[src/rtl/fetch_queue_if.sv]
// Prefetch bus bundle: program-memory read port plus decoder-side queue head, take and redirect.
interface fetch_queue_if #(
    parameter int DEPTH = 4
) ();
    localparam int LW = $clog2(DEPTH) + 1;

    logic          mem_req;
    logic [31:0]   mem_addr;
    logic          mem_ack;
    logic [31:0]   mem_data;
    logic [15:0]   ir;
    logic [31:0]   pc;
    logic          valid;
    logic          take;
    logic          redirect;
    logic [31:0]   redirect_pc;
    logic [LW-1:0] level;

    modport master (
        output mem_req, mem_addr, ir, pc, valid, level,
        input  mem_ack, mem_data, take, redirect, redirect_pc
    );

    modport slave (
        input  mem_req, mem_addr, ir, pc, valid, level,
        output mem_ack, mem_data, take, redirect, redirect_pc
    );
endinterface

[src/rtl/fetch_queue.sv]
// Instruction prefetch: word reads split into 16-bit entries; ack edge -> visible next cycle, redirect -> req next cycle.
// Backpressure: no new read while fewer than two slots are free; a read in flight is never withdrawn.
module fetch_queue #(
    parameter int          DEPTH    = 4,
    parameter logic [31:0] RESET_PC = 32'h0
) (
    input logic           i_clk,
    input logic           i_rst,
    fetch_queue_if.master bus
);
    localparam int PW = $clog2(DEPTH);
    localparam int LW = PW + 1;

    typedef enum logic [1:0] {IDLE, REQ, STALE} state_t;

    state_t        state, state_nxt;
    logic [31:1]   fetch_hw;
    logic [31:0]   mem_addr_q;
    logic [15:0]   ir_q [DEPTH];
    logic [31:0]   pc_q [DEPTH];
    logic [PW-1:0] wr_ptr, rd_ptr, wr_ptr_p1;
    logic [LW-1:0] count, enq_n;
    logic          issue, enq_lo, enq_hi, pop, valid;
    logic [31:0]   issue_addr;
    logic          unused_bits;

    // Halfword bit 0 of the redirect target carries no information.
    assign unused_bits = bus.redirect_pc[0];

    always_comb begin
        state_nxt = state;
        issue     = 1'b0;
        enq_lo    = 1'b0;
        enq_hi    = 1'b0;
        case (state)
            IDLE: begin
                if (bus.redirect || count <= LW'(DEPTH - 2)) begin
                    state_nxt = REQ;
                    issue     = 1'b1;
                end
            end
            REQ: begin
                if (bus.redirect) begin
                    state_nxt = bus.mem_ack ? IDLE : STALE;
                end else if (bus.mem_ack) begin
                    state_nxt = IDLE;
                    enq_lo    = ~fetch_hw[1];
                    enq_hi    = 1'b1;
                end
            end
            STALE: begin
                if (bus.mem_ack) begin
                    state_nxt = IDLE;
                end
            end
            default: state_nxt = IDLE;
        endcase
    end

    assign valid      = (count != '0);
    assign pop        = valid & bus.take & ~bus.redirect;
    assign enq_n      = LW'(enq_lo) + LW'(enq_hi);
    assign wr_ptr_p1  = wr_ptr + PW'(1);
    assign issue_addr = bus.redirect ? {bus.redirect_pc[31:2], 2'b00} : {fetch_hw[31:2], 2'b00};

    always_ff @(posedge i_clk) begin
        if (!i_rst) begin
            state <= IDLE;
        end else begin
            state <= state_nxt;
        end
    end

    always_ff @(posedge i_clk) begin
        if (!i_rst) begin
            fetch_hw   <= RESET_PC[31:1];
            mem_addr_q <= '0;
            count      <= '0;
            wr_ptr     <= '0;
            rd_ptr     <= '0;
        end else begin
            if (issue) begin
                mem_addr_q <= issue_addr;
            end
            if (bus.redirect) begin
                fetch_hw <= bus.redirect_pc[31:1];
                count    <= '0;
                wr_ptr   <= '0;
                rd_ptr   <= '0;
            end else begin
                if (enq_hi) begin
                    fetch_hw <= mem_addr_q[31:1] + 31'd2;
                    wr_ptr   <= enq_lo ? wr_ptr + PW'(2) : wr_ptr_p1;
                end
                if (pop) begin
                    rd_ptr <= rd_ptr + PW'(1);
                end
                count <= count + enq_n - LW'(pop);
            end
        end
    end

    // Entry storage needs no reset; count alone decides what is live.
    always_ff @(posedge i_clk) begin
        if (enq_lo) begin
            ir_q[wr_ptr] <= bus.mem_data[15:0];
            pc_q[wr_ptr] <= mem_addr_q;
        end
        if (enq_hi) begin
            ir_q[enq_lo ? wr_ptr_p1 : wr_ptr] <= bus.mem_data[31:16];
            pc_q[enq_lo ? wr_ptr_p1 : wr_ptr] <= mem_addr_q + 32'd2;
        end
    end

    assign bus.mem_req  = (state != IDLE);
    assign bus.mem_addr = mem_addr_q;
    assign bus.valid    = valid;
    assign bus.ir       = valid ? ir_q[rd_ptr] : 16'h0;
    assign bus.pc       = valid ? pc_q[rd_ptr] : 32'h0;
    assign bus.level    = count;
endmodule

[src/flat_wrapper.sv]
// flat-port wrapper written by rule: the top's interface ports become plain ports
module fetch_queue_flat 
#(
    parameter int          DEPTH    = 4,
    parameter logic [31:0] RESET_PC = 32'h0
)
  (i_clk, i_rst, bus_mem_req, bus_mem_addr, bus_ir, bus_pc, bus_valid, bus_level, bus_mem_ack, bus_mem_data, bus_take, bus_redirect, bus_redirect_pc);
  fetch_queue_if #(.DEPTH(DEPTH)) bus_i ();
  input logic i_clk;
  input logic i_rst;
  output wire logic [$bits(bus_i.mem_req)-1:0] bus_mem_req;
  output wire logic [$bits(bus_i.mem_addr)-1:0] bus_mem_addr;
  output wire logic [$bits(bus_i.ir)-1:0] bus_ir;
  output wire logic [$bits(bus_i.pc)-1:0] bus_pc;
  output wire logic [$bits(bus_i.valid)-1:0] bus_valid;
  output wire logic [$bits(bus_i.level)-1:0] bus_level;
  input wire logic [$bits(bus_i.mem_ack)-1:0] bus_mem_ack;
  input wire logic [$bits(bus_i.mem_data)-1:0] bus_mem_data;
  input wire logic [$bits(bus_i.take)-1:0] bus_take;
  input wire logic [$bits(bus_i.redirect)-1:0] bus_redirect;
  input wire logic [$bits(bus_i.redirect_pc)-1:0] bus_redirect_pc;
  assign bus_mem_req = bus_i.mem_req;
  assign bus_mem_addr = bus_i.mem_addr;
  assign bus_ir = bus_i.ir;
  assign bus_pc = bus_i.pc;
  assign bus_valid = bus_i.valid;
  assign bus_level = bus_i.level;
  assign bus_i.mem_ack = bus_mem_ack;
  assign bus_i.mem_data = bus_mem_data;
  assign bus_i.take = bus_take;
  assign bus_i.redirect = bus_redirect;
  assign bus_i.redirect_pc = bus_redirect_pc;
  fetch_queue #(.DEPTH(DEPTH), .RESET_PC(RESET_PC)) u_core (.i_clk(i_clk), .i_rst(i_rst), .bus(bus_i));
endmodule
[config.mk]
export PLATFORM = sky130hd
export DESIGN_NAME = fetch_queue_flat
export DESIGN_NICKNAME = d
export VERILOG_FILES = /design/src/rtl/fetch_queue_if.sv /design/src/rtl/fetch_queue.sv /design/src/flat_wrapper.sv
export SDC_FILE = /design/constraint.sdc
export NUM_CORES = 1
export LEC_CHECK = 0
export ABC_CLOCK_PERIOD_IN_PS = 4800
export CORE_AREA = 2 2 194 196
export CTS_CLUSTER_SIZE = 8
export DETAILED_ROUTE_END_ITERATION = 10
export DIE_AREA = 0 0 196 198
export SLEW_MARGIN = 20
export SYNTH_ARGS = -nofsm -noshare
export SYNTH_HDL_FRONTEND = slang
export SYNTH_SLANG_ARGS = --single-unit
export TNS_END_PERCENT = 30
[constraint.sdc]
create_clock -name i_clk -period 4.8 [get_ports i_clk]
set_input_delay 0.72 -clock i_clk [delete_from_list [all_inputs] [get_ports i_clk]]
set_output_delay 0.72 -clock i_clk [all_outputs]
set_load 0.01 [all_outputs]
---- After elaboration in Yosys (flattened, before gate mapping) ----
Memories as Yosys holds them, arrays and structs flattened. A register that Yosys moved wholly into a read port is not among the register bits.
Index checks and enable logic that the tools add are counted.
operators by class
  reduce and logical (&&, ||, !) cells .... 6
  order comparisons ....................... 1
  mux-type cells .......................... 28
  eq/ne operators ......................... 3
  add/sub/neg operators ................... 8
  bitwise operators ....................... 5
operators with widths
  operator                                                                           number
  32-bit 2-to-1 mux                                                                  2
  31-bit 2-to-1 mux                                                                  2
  32-bit by 2-bit adder with 32-bit output (second input constant)                   1
  31-bit by 2-bit adder with 31-bit output (second input constant)                   1
  2-bit 2-to-1 mux                                                                   10
  16-bit 2-to-1 mux                                                                  1
  1-bit 2-to-1 mux                                                                   12
  2-bit case mux with 3 select lines                                                 1
  2-bit by 1-bit adder with 2-bit output (second input constant)                     2
  2-bit nonzero test                                                                 2
  3-bit adder                                                                        1
  3-bit by 2-bit less-or-equal comparator with 1-bit output (second input constant)  1
  1-bit inverter                                                                     3
  3-bit nonzero test                                                                 1
  3-bit by 1-bit subtractor with 3-bit output                                        1
  1-bit by 1-bit adder with 2-bit output                                             1
  2-bit adder (second input constant)                                                1
  1-bit AND                                                                          2
  2-bit by 1-bit == test with 1-bit output (second input constant)                   1
  2-bit == test (second input constant)                                              1
  2-bit zero test                                                                    1
  2-bit by 1-bit inequality test with 1-bit output (second input constant)           1
  2-bit OR reduction                                                                 1
  1-bit logical OR                                                                   1
storage, ports and cells
  bits of input ports ..................... 69
  word-level logic and storage cells ...... 59
  register bits after elaboration ......... 72
  memories kept ........................... 2
  bits in writable memories ............... 192
  output and inout port bits .............. 85
memories
  name         depth  bits a word  read ports  clocked after Yosys merged registers in  wr ports  RTL line           source
  u_core.pc_q  4      32           1           1                                        2         fetch_queue.sv:20  logic [31:0] pc_q [DEPTH];
  u_core.ir_q  4      16           1           1                                        2         fetch_queue.sv:19  logic [15:0] ir_q [DEPTH];

---- Logic depth before layout (Yosys ltp) ----
  depth after elaboration ................. 7
  depth in mapped cells ................... 12
  gate-level depth less buffers ........... 11

---- Least setup slack after synthesis ----
No wires, ideal clock.
  path type ............................... input to register
  start ................................... in bus_redirect
  end ..................................... mem u_core.ir_q[2][0] (enable)
  slack ................................... 1.055 ns
  path buffers ............................ 1
  cell stages on the path ................. 8
  data required time ...................... 4.397 ns
  library setup time ...................... 0.403 ns
  arrival ................................. 3.342 ns
  cell sequence ........................... nor3b_4 > nand2_4 > nor2_1 > inv_1 > ha_1 > nor3_4 > buf_6 > a21o_1
RTL lines
  element          RTL line            source
  start, declared  flat_wrapper.sv:20  input wire logic [$bits(bus_i.redirect)-1:0] bus_redirect;
  end, declared    fetch_queue.sv:19

==> impl_metrics.yaml <==
sta:
  relSlewSlack: 0.293
  max_slew.worst_pin.slew_ps: 1060
  fin_hold_ws_ps: 492
  rsz0062_at_grt: "no"
  clock-skew-final_ps: 24.1
  timing.final.max_slew_violations: 0
  count_of_final_setup_violators: 0
  total_neg_setup_slack_ps: 0
  post_route_minimum_period_ps: 3450
  fmax_ghz: 0.290
  final-hold-violation-count: 0
  min_period_over_period: 0.719
  final.setup.worst_slack_ps: 1350
setup_path:
  end_kind: "output port"
  reg2reg_from: "u_core.state[0]"
  cp.required_ps: 4080
  critPathMaxFanout: 29
  critPathLaunchType: "register"
  path_class: "reg2out"
  cp.arrival_ps: 2730
clock_tree:
  tritoncts.num_buffers: 38
  clock_tree_from_tritoncts: "yes"
  post_cts.resized_instances: 0
  cts_htree_levels: 2
  clockRootBuffer: "clkbuf_16"
  postCtsSetupBuffers: 0
  clock_latency_ps: 520
  largest_buffer_count_on_any_clock_path: 3
  postCtsHoldBufs: 0
  clk_pin_slew_ps: 50
  cts.sink_count: 260
synthesis:
  yosys.cell_types.count: 68
  dominant_combinational_cell_family_by_area_after_synthesis: "multiplexers"
  synth_simple_gate_area_frac: 0.105
  post_synth_instance_area_um2: 12000
  syn_avg_cell_area_um2: 14.2
  area_share_of_xor_xnor_cells_in_the_synthesized_design: 0.0102
  synthCells: 842
  synth.area.mux_share: 0.175
  edff_count_synth: 188
  synth-warning-count: 0
  yosys.area_share.adder: 0.0131
  yosysTopAreaCellShare: 0.471
  netlist.top_cell.by_area: "edfxtp_1"
  synth_ff_type: "edfxtp_1"
  synth.top_cells.by_area: "edfxtp_1, dfxtp_1, mux4_2, mux2_2, mux2i_1"
  synth_compound_gate_area_share: 0.0707
  ys_seq_area_frac: 0.591
  async_reset_ff_frac: 0
  ys_ff_latch: 260
floorplanning:
  die_h_um: 198
  die-area_um2: 38800
  floorplan.die.width_um: 196
  core_region_area_um2: 37000
  initial_standard_cell_utilization_of_the_core: 0.325
  num_rows: 71
  boundaryPins: 154
global_route:
  grt_first_pass_wirelength_um: 48500
  antenna_violations_before_repair: 1
  grt_max_degree: 77
  groute.usage.overall: 0.166
  first_global_vias: 7846
  grt_overflow: 0
route:
  dr_total_vias: 7755
  avgViaCountPerCell: 5.17
  drt-total-wl_um: 31900
  initial_drc_count: 435
  routedWlPerCell_um: 21.3
  drtPass1Iterations: 5
  route.antenna.remaining_nets: 0
  drcViolationCount: 0
pwr:
  cellPowerDensity_nw_per_um2: 373
  irDropWorstVdd_uv: 172
  static-leakage-power_nw: 5.10
run_status:
  run_status: "finished, final reports clean"
cells_and_area:
  design.final.nets: 1079
  num_antenna_cells: 0
  post-route-util: 0.410
  flow.area_growth_from_synthesis_pct: 26.3
  drive_above_1_share: 0.195
  nFillCells: 3445
  seq_area_um2: 7090
  multi_input_comb_area_um2: 4510
  layout.cell_area.non_filler_um2: 15100
place:
  globalplace.congestion: 0.738
  post-dp-hpwl_um: 19700
  preCtsSetupSlack_ps: 998
  place_area_um2: 14000
  portBuffers: 149
min_path:
  min-delay-start: "u_core.fetch_hw[30]"
  holdCritPathClass: "reg2reg"
flow_run:
  cap_viol_max_count: 0
state kept, by name, indices dropped and copies added, names as in the netlist, named ones only:
name and count:
u_core.rd_ptr 2, u_core.bus.level 3, u_core.fetch_hw 31, u_core.pc_q 124
u_core.bus.mem_addr 30, u_core.state 2, u_core.ir_q 64, u_core.wr_ptr 2
where the power goes:
part | total, mW | internal, mW | leakage, nW | switching (mW)
clock network | 2.48 | 1.53 | 0.534 | 0.943
logic | 0.545 | 0.285 | 2.26 | 0.260
registers | 2.62 | 2.52 | 2.31 | 0.106
per-layer routing:
metal,track usage,up-vias,part of all wire
met2,0.261,225,0.46
met5,0,-,0
met4,0.0474,0,0.019
met1,0.236,3917,0.47
li1,-,3570,-
met3,0.0269,43,0.047
path summary, 6_finish.rpt:
| check | depth (start not counted) | to | slack [ps] |
|---|---|---|---|
| worst max register to register | 9 | u_core.pc_q[3][31] | 1650 |
| worst min register to register | 2 | u_core.bus.mem_addr[30] | 490 |
| worst max-delay path | 4 | bus_pc[31] | 1350 |
| worst min-delay path | 2 | u_core.bus.mem_addr[30] | 490 |
metrics by stage:
stage	std cells	power, mW
6_report	1501	5.64
5_1_grt	1501	5.87
4_1_cts	1501	5.71
3_5_place_dp	1432	3.21
3_3_place_gp	1432	3.20
2_1_floorplan	844	2.92
layout make-up:
type,count,area share
Sequential cell,260,0.468
Multi-Input combinational cell,504,0.298
Timing Repair Buffer,172,0.115
Clock buffer,67,0.0720
Tap cell,474,0.0392
Inverter,22,0.00578
Clock inverter,2,0.00190
logic make-up after synthesis:
group / count (synthesis)
flip-flops: 260
AND/OR/NAND/NOR: 226
multiplexers: 139
AO/OA/AOI/OAI: 110
buffers and inverters: 80
XOR/XNOR: 14
adder cells (fa/ha/maj): 12
other: 1
worst max-delay path, cell delays in order, from the launching register on:
cell and delay, ps:
dfxtp_4 620, buf_12 340, mux4_2 600, nor2b_1 150
clkdlybuf4s50_1 480
Yosys cell counts (9+ instances only):
master / n
buf_2: 24
clkbuf_1: 17
ha_1: 11
edfxtp_1: 188
a21oi_1: 9
mux2_2: 55
xnor2_1: 10
nand2_1: 25
mux2i_1: 27
a22o_1: 9
nand2b_1: 10
mux4_2: 47
mux2_4: 9
and3_1: 12
nor2b_1: 42
a311oi_1: 9
buf_4: 10
a22oi_1: 9
a221o_1: 9
nor3_1: 9
dfxtp_1: 72
nor2_1: 58
a211oi_1: 21
nand3_1: 20
inv_1: 20
placed cells by master, fill, tap and decap left out, types with 21 or more instances in the layout:
cell             count
edfxtp_1           188
clkdlybuf4s50_1    148
dfxtp_1             70
nor2_1              58
mux2_2              55
mux4_2              47
nor2b_1             42
clkbuf_16           39
mux2i_1             27
clkbuf_1            27
nand2_1             25
a211oi_1            21
No activity file was read; power rests on OpenSTA's default activity.
